## config.mk

```make
export PLATFORM = sky130hd
export DESIGN_NAME = regfile_scb
export DESIGN_NICKNAME = d
export VERILOG_FILES = /design/src/rtl/core_pkg.sv /design/src/rtl/reg_scoreboard.sv /design/src/rtl/regfile_scb.sv
export SDC_FILE = /design/constraint.sdc
export NUM_CORES = 2
export LEC_CHECK = 0
export ABC_AREA = 1
export CAP_MARGIN = 20
export CORE_ASPECT_RATIO = 0.75
export CORE_MARGIN = 2
export CORE_UTILIZATION = 45
export DETAILED_ROUTE_END_ITERATION = 16
export GPL_ROUTABILITY_DRIVEN = 1
export PLACE_DENSITY_LB_ADDON = 0.05
export SLEW_MARGIN = 5
export SYNTH_ARGS = -nofsm -noshare
export SYNTH_HDL_FRONTEND = slang
export SYNTH_HIERARCHICAL = 1
export SYNTH_SLANG_ARGS = --single-unit
```

## constraint.sdc

```tcl
create_clock -name clk -period 3.9 [get_ports clk]
set_clock_uncertainty 0.2 [all_clocks]
set_input_delay 0.78 -clock clk [delete_from_list [all_inputs] [get_ports clk]]
set_output_delay 0.78 -clock clk [all_outputs]
set_load 0.02 [all_outputs]
```

## src/rtl/core_pkg.sv

```systemverilog
// Shared core constants: default register width, ABI register indices and the
// per-register scoreboard next-state rule.
package core_pkg;

  localparam int XLEN_DEF = 32;

  localparam int REG_ZERO = 0;
  localparam int REG_RA   = 1;
  localparam int REG_SP   = 2;
  localparam int REG_A0   = 10;

  // Next busy bit for one register. A new claim outranks a same-cycle
  // writeback, because the newly issued producer still owes a result.
  function automatic logic sb_next(input logic cur,
                                   input logic flush,
                                   input logic claim_hit,
                                   input logic wr_hit);
    if (flush)          return 1'b0;
    else if (claim_hit) return 1'b1;
    else if (wr_hit)    return 1'b0;
    else                return cur;
  endfunction

endpackage

```

## src/rtl/reg_scoreboard.sv

```systemverilog
// Per-register busy bits: set by decode claims, cleared by writeback or a
// pipeline flush. Register 0 is never busy.
module reg_scoreboard
  import core_pkg::*;
#(
  parameter int NREGS = 32,
  parameter int AW    = $clog2(NREGS)
) (
  input  logic             clk,
  input  logic             rst,
  input  logic             claim_en,
  input  logic [AW-1:0]    claim_addr,
  input  logic             wr_en,
  input  logic [AW-1:0]    wr_addr,
  input  logic             flush,
  output logic [NREGS-1:0] busy_vec
);

  always_ff @(posedge clk) begin
    if (rst) begin
      busy_vec <= '0;
    end else begin
      busy_vec[REG_ZERO] <= 1'b0;
      for (int r = 1; r < NREGS; r++) begin
        busy_vec[r] <= sb_next(busy_vec[r], flush,
                               claim_en && (claim_addr == AW'(r)),
                               wr_en && (wr_addr == AW'(r)));
      end
    end
  end

endmodule

```

## src/rtl/regfile_scb.sv

```systemverilog
// Integer register file with NRD combinational read ports, same-cycle write
// bypass, and a busy scoreboard for long-latency producers.
module regfile_scb
  import core_pkg::*;
#(
  parameter int XLEN  = XLEN_DEF,
  parameter int NREGS = 32,
  parameter int NRD   = 2,
  parameter int AW    = $clog2(NREGS)
) (
  input  logic                clk,
  input  logic                rst,
  input  logic [NRD*AW-1:0]   rd_addr,
  output logic [NRD*XLEN-1:0] rd_data,
  output logic [NRD-1:0]      rd_busy,
  input  logic                wr_en,
  input  logic [AW-1:0]       wr_addr,
  input  logic [XLEN-1:0]     wr_data,
  input  logic                claim_en,
  input  logic [AW-1:0]       claim_addr,
  input  logic                flush,
  output logic [NREGS-1:0]    busy_vec
);

  logic [XLEN-1:0] regs [NREGS];

  // Data write is independent of flush; only reset discards it.
  always_ff @(posedge clk) begin
    if (rst) begin
      for (int r = 0; r < NREGS; r++) regs[r] <= '0;
    end else if (wr_en && (wr_addr != AW'(REG_ZERO))) begin
      regs[wr_addr] <= wr_data;
    end
  end

  reg_scoreboard #(
    .NREGS (NREGS),
    .AW    (AW)
  ) u_scb (
    .clk        (clk),
    .rst        (rst),
    .claim_en   (claim_en),
    .claim_addr (claim_addr),
    .wr_en      (wr_en),
    .wr_addr    (wr_addr),
    .flush      (flush),
    .busy_vec   (busy_vec)
  );

  for (genvar k = 0; k < NRD; k++) begin : g_rd
    logic [AW-1:0]   addr;
    logic            is_zero;
    logic            wr_hit;
    logic [XLEN-1:0] data;

    assign addr    = rd_addr[k*AW +: AW];
    assign is_zero = (addr == AW'(REG_ZERO));
    assign wr_hit  = wr_en && (wr_addr == addr);

    always_comb begin
      data = regs[addr];
      if (is_zero)     data = '0;
      else if (wr_hit) data = wr_data;
    end

    assign rd_data[k*XLEN +: XLEN] = data;
    // A writeback landing this cycle both forwards the value and hides busy.
    assign rd_busy[k] = !is_zero && busy_vec[addr] && !wr_hit;
  end

endmodule

```

# Word-level counts from Yosys, hierarchy flattened
# Memory sizes are Yosys's and may differ from the RTL's.
# Cells that the tools add are included.
[word_totals]
ff_bits = 32
ram_bits = 1024
in_bits = 57
output_inout_bits = 98
word_cells = 286
n_memories = 1
[classes]
order_cmp = 2
n_eq_ne = 64
mux = 78
reduce_logical = 109
[memory_table]
columns = ["memory", "depth", "width", "read_ports", "rd_ports_with_merged_regs", "wr", "line", "rtl"]
rows = [
  ["regs", 32, 32, 2, 0, 32, "regfile_scb.sv:25", "logic [XLEN-1:0] regs [NREGS];"],
]
[op_table]
columns = ["cell", "count"]
rows = [
  ["5-bit equality test (second input constant)", 32],
  ["32-bit two-way mux", 5],
  ["5-bit by 4-bit equality test with 1-bit output (second input constant)", 16],
  ["1-bit two-way mux", 70],
  ["1-bit logical AND", 69],
  ["2-bit nonzero test", 31],
  ["5-bit by 3-bit equality test with 1-bit output (second input constant)", 8],
  ["32-bit OR reduction", 1],
  ["5-bit by 2-bit equality test with 1-bit output (second input constant)", 4],
  ["5-bit by 6-bit less-than comparator with 1-bit output (second input constant)", 2],
  ["1-bit binary-select mux with 5-bit select", 2],
  ["5-bit by 1-bit equality test with 1-bit output (second input constant)", 2],
  ["5-bit equality test", 2],
  ["5-bit zero test", 2],
  ["5-bit two-way mux", 1],
  ["5-bit nonzero test", 1],
  ["1-bit zero test", 4],
  ["2-bit OR reduction", 1],
]

# Logic depth before layout (Yosys ltp)
[depth]
ltp_word = 7
mapped_depth = 14
depth_no_buf = 11

# By module
# The synthesis kept the hierarchy.
[modules_own_cells]
columns = ["module", "n_inst", "cells_each", "area_each_um2", "seq_area_each_um2"]
rows = [
  ["regfile_scb", 1, 7149, 57685.3, 30749.5],
  ["reg_scoreboard", 1, 217, 1609.0, 620.6],
]

# Least setup slack after synthesis
# Ideal clock, no wire load.
[synth_path]
path_kind = "input-to-output"
from = "input rd_addr[1]"
to = "output rd_busy[0]"
t_arrival_ps = 2274
required_ps = 2920
slack_ps = 646
stages = 10
n_path_buf = 4
path_cell_list = "clkbuf_1 -> buf_2 -> buf_2 -> clkbuf_1 -> o211ai_1 -> nand3_1 -> nand3_1 -> nand4_1 -> nand2_1 -> nor2_1"
[synth_via]
elab_chain_cells = 4
word_cells_on_any_way = 9
cone_classes = "eq/ne: 1; mux: 2; reduce/logical: 6"
[synth_lines]
columns = ["element", "line", "rtl"]
rows = [
  ["start: declaration", "regfile_scb.sv:13", "input logic [NRD*AW-1:0] rd_addr,"],
  ["1-bit binary-select mux with 5-bit select (tied with other cells)", "regfile_scb.sv:68", "assign rd_busy[k] = !is_zero && busy_vec[addr] && !wr_hit;"],
  ["1-bit two-way mux (not written as such) (tied with other cells)", "regfile_scb.sv:68", ""],
  ["1-bit logical AND / 1-bit zero test (equally long branches)", "regfile_scb.sv:68", ""],
  ["1-bit logical AND (*)", "regfile_scb.sv:68", ""],
  ["end: declaration", "regfile_scb.sv:15", "output logic [NRD-1:0] rd_busy,"],
]
# Every way passes the cells marked *; elsewhere a longest branch is shown, timed or not. The select of a mux whose other input is x is not followed.

# Worst setup path in the final report
[layout_path]
from = "input rd_addr[7]"
to = "output rd_data[49]"
[layout_via]
elab_chain_cells = 4
word_cells_on_any_way = 6
cone_classes = "eq/ne: 1; mux: 2; reduce/logical: 2; memory: 1"
[layout_lines]
columns = ["element", "line", "rtl"]
rows = [
  ["parallel branches: the longest is 3 deep, another holds memory 32 x 32 bit", "--", ""],
  ["32-bit two-way mux (*)", "regfile_scb.sv:62", "if (is_zero) data = '0;"],
  ["end: declaration", "regfile_scb.sv:14", "output logic [NRD*XLEN-1:0] rd_data,"],
]
# Every way passes the cells marked *.

==> results.py <==
metrics = {
    "timing": {
        "setup_slack_ns": -0.0268,
        "setup_tns_ns": -0.0268,
        "fmax_mhz": 255,
        "setup-violations-final": 1,
        "worst_pin_slew_ns": 0.895,
        "hold_ws_ns": 0.313,
        "finalCriticalPeriod_ns": 3.93,
        "final_max_slew_viol_count": 0,
        "worst_slew_margin_rel_pct": 40.3,
        "fin_crit_sh_pct": 101,
        "hold_viol_final": 0,
    },
    "floorplanning": {
        "design.die.area_um2": 135000,
        "initial_core_util_pct": 45.3,
        "rows": 115,
        "io_pins": 155,
        "die_x_um": 423,
        "dieHeight_um": 318,
        "core_area_um2": 131000,
    },
    "global_routing": {
        "antenna_found_initial": 6,
        "overflow": 0,
        "grt_use_met3_pct": 8.93,
        "gr-usage-met2_pct": 51.5,
        "grt_pass1_wl_um": 355000,
        "grt_max_degree": 87,
        "grtUsageMet1_pct": 51.8,
        "grt_pass1_vias": 51176,
        "grt_busiest_layer": "met1",
        "grt_usage_pct": 35.6,
    },
    "setup_path": {
        "critPathMostFrequentCell": "nand3_1",
        "path_class": "in2out",
        "r2r_start": "u_scb/busy_vec[26]$_SDFFE_PP0P_",
        "crit_family": "buffers and inverters",
        "worstPathRequired_ns": 2.92,
        "cp-startpoint": "rd_addr[7]",
        "path_buf_inv": 5,
        "arrival_ns": 2.95,
        "crit_path_start_kind": "input port",
        "crit_path_end_kind": "output pin",
        "crit_chain": "buf_4 -> inv_4 -> buf_4 -> buf_4 -> nand3_1 -> nand3_1 -> nand3_1 -> nand3_1 -> nand2_1 -> dlygate4sd2_1",
        "crit_slowest_cell": "dlygate4sd2_1",
        "slowest_delay_ns": 0.32,
        "path_max_fanout": 12,
    },
    "synth": {
        "synth-edff-count": 1024,
        "ys_seq_elements": 1055,
        "yosysWarnings": 6,
        "synth_area_um2": 59300,
        "seq_area_frac_synth_pct": 52.9,
        "synth_cells": 7366,
        "synthTopCellsByArea": "edfxtp_1 (52%), nand2_1 (9.5%), nor2_1 (8.8%)",
        "synth_top_area_cell": "edfxtp_1",
        "async_reset_ff_share_pct": 0,
        "synth_top_area_share_pct": 51.9,
        "ys_types": 30,
        "yosys_most_used_dff": "edfxtp_1",
        "synth.avg_cell_area_um2": 8.05,
    },
    "drt": {
        "drc": 0,
        "vias_per_cell": 5.90,
        "routed_wl_um": 245000,
        "via_count": 55655,
        "first_iter_violations": 7835,
        "postRouteAntennaNets": 0,
        "dr.pass1.iters": 6,
        "wire_per_inst_um": 26.0,
    },
    "finish": {
        "fillers": 12156,
        "post-route-util_pct": 53.5,
        "drive_gt1_share_pct": 12.3,
        "final_cells": 9432,
        "area_growth_pct": 18.2,
        "nets": 7640,
    },
    "clock_tree": {
        "numCtsBuffers": 112,
        "cts_max_level": 3,
        "ctsRootBufferMaster": "clkbuf_16",
        "path_clk_slew_ns": 0.06,
        "clkLatencyLatePin_ns": 0.76,
        "clk_path_buf_depth": 3,
        "cts_hold_buf": 0,
        "cts_sinks": 1055,
        "cts_tree": "done",
    },
    "power": {
        "peakVddDrop_mv": 0.385,
        "power_density_nw_per_um2": 409,
        "p_leak_nw": 28.7,
        "finalPower_mw": 28.7,
    },
    "worst_hold_path": {
        "hp-class": "reg2reg",
        "hp-start": "u_scb/busy_vec[11]$_SDFFE_PP0P_",
    },
    "place": {
        "dp_hpwl_um": 160000,
        "placed_cells": 9219,
        "port_buffers": 153,
        "gp_congestion": 0.934,
    },
    "outcome": {
        "status": "finished with violations",
        "violations": "setup timing",
    },
    "flow_run": {
        "maxCapViolCount": 0,
    },
}
cells in the mapped netlist, types with 7 or more instances:
cell type,number
nand3_1,808
edfxtp_1,1024
a21oi_2,30
clkbuf_1,363
or2_2,56
inv_2,20
nor3_1,9
nor2_1,1386
buf_1,55
nand2_1,1502
o22ai_1,7
buf_2,225
o21ai_1,13
dfxtp_1,31
a21oi_1,370
o211ai_1,365
o21ai_0,511
inv_1,561
repair_timing:
| action | CTS | global route |
|---|---|---|
| cloned | 2 | 1 |
| endpoints found under the setup margin | 64 | 63 |
| buffers inserted | 2 | 0 |
| resized for setup | 103 | 38 |
| pin swaps | 2 | 4 |
cell families after synthesis:
family                    count (synthesis)  share of synthesized area [%]
AOI/OAI and AO/OA                      1298                           12.7
xor gates and xnor gates                  2                         0.0295
buffers and inverters                  1234                           8.37
other                                     2                         0.0127
DFF                                    1055                           52.9
and+or+nand+nor                        3775                           26.0
placed cells by master (no fill, tap or decap), types with 126 or more instances in the layout:
master,count
buf_12,126
edfxtp_1,1024
o21ai_0,510
nand2_1,1461
buf_4,439
inv_1,556
o211ai_1,365
a21oi_1,369
nand3_1,799
nor2_1,1379
power breakdown:
part | leakage [nW] | total (mW) | switching (mW) | internal, mW
clock network | 1.75 | 10.8 | 4.81 | 5.95
registers | 10.0 | 13.3 | 0.263 | 13.0
logic | 16.9 | 4.63 | 3.18 | 1.45
total | 28.7 | 28.7 | 8.25 | 20.4
metal layers:
layer / up-vias / wire (um)
li1: 25030 / -
met1: 26763 / 103000
met2: 3372 / 103000
met3: 486 / 30000
met4: 4 / 9220
met5: - / 19
worst paths after layout:
kind                                     end  slack, ns  cells after the start
max                              rd_data[49]      -0.03                     10
min          u_scb/busy_vec[11]$_SDFFE_PP0P_       0.31                      2
max reg2reg  u_scb/busy_vec[26]$_SDFFE_PP0P_       2.95                      2
min reg2reg  u_scb/busy_vec[11]$_SDFFE_PP0P_       0.31                      2
stage by stage:
step	cell area (um2)	setup WS [ns]
final	70100	-0.0268
after floorplan	59400	0.646
after CTS	70000	0.000457
after global routing	70100	-0.0446
after global placement	66400	-0.368
after detailed placement	66400	-0.346
state kept, by name (all words and copies together), names as in the netlist:
register        count
regs             1024
u_scb/busy_vec     31
worst reg2reg max path, stage by stage (launching register included):
cell and delay [ns]:
dfxtp_1 0.46, nand2_1 0.10, a21oi_2 0.12
layout make-up:
cell class | instances | area, um2 | share of cell area (%)
repair buffers | 723 | 7450 | 10.6
flip-flops and latches | 1055 | 31400 | 44.8
clock inverters | 51 | 433 | 0.618
inverters | 583 | 2210 | 3.16
diodes | 3 | 7.51 | 0.0107
well taps | 1755 | 2200 | 3.13
clock buffers | 154 | 3140 | 4.48
multi-input cells | 5108 | 23300 | 33.2
No activity file was read; power rests on OpenSTA's default activity.
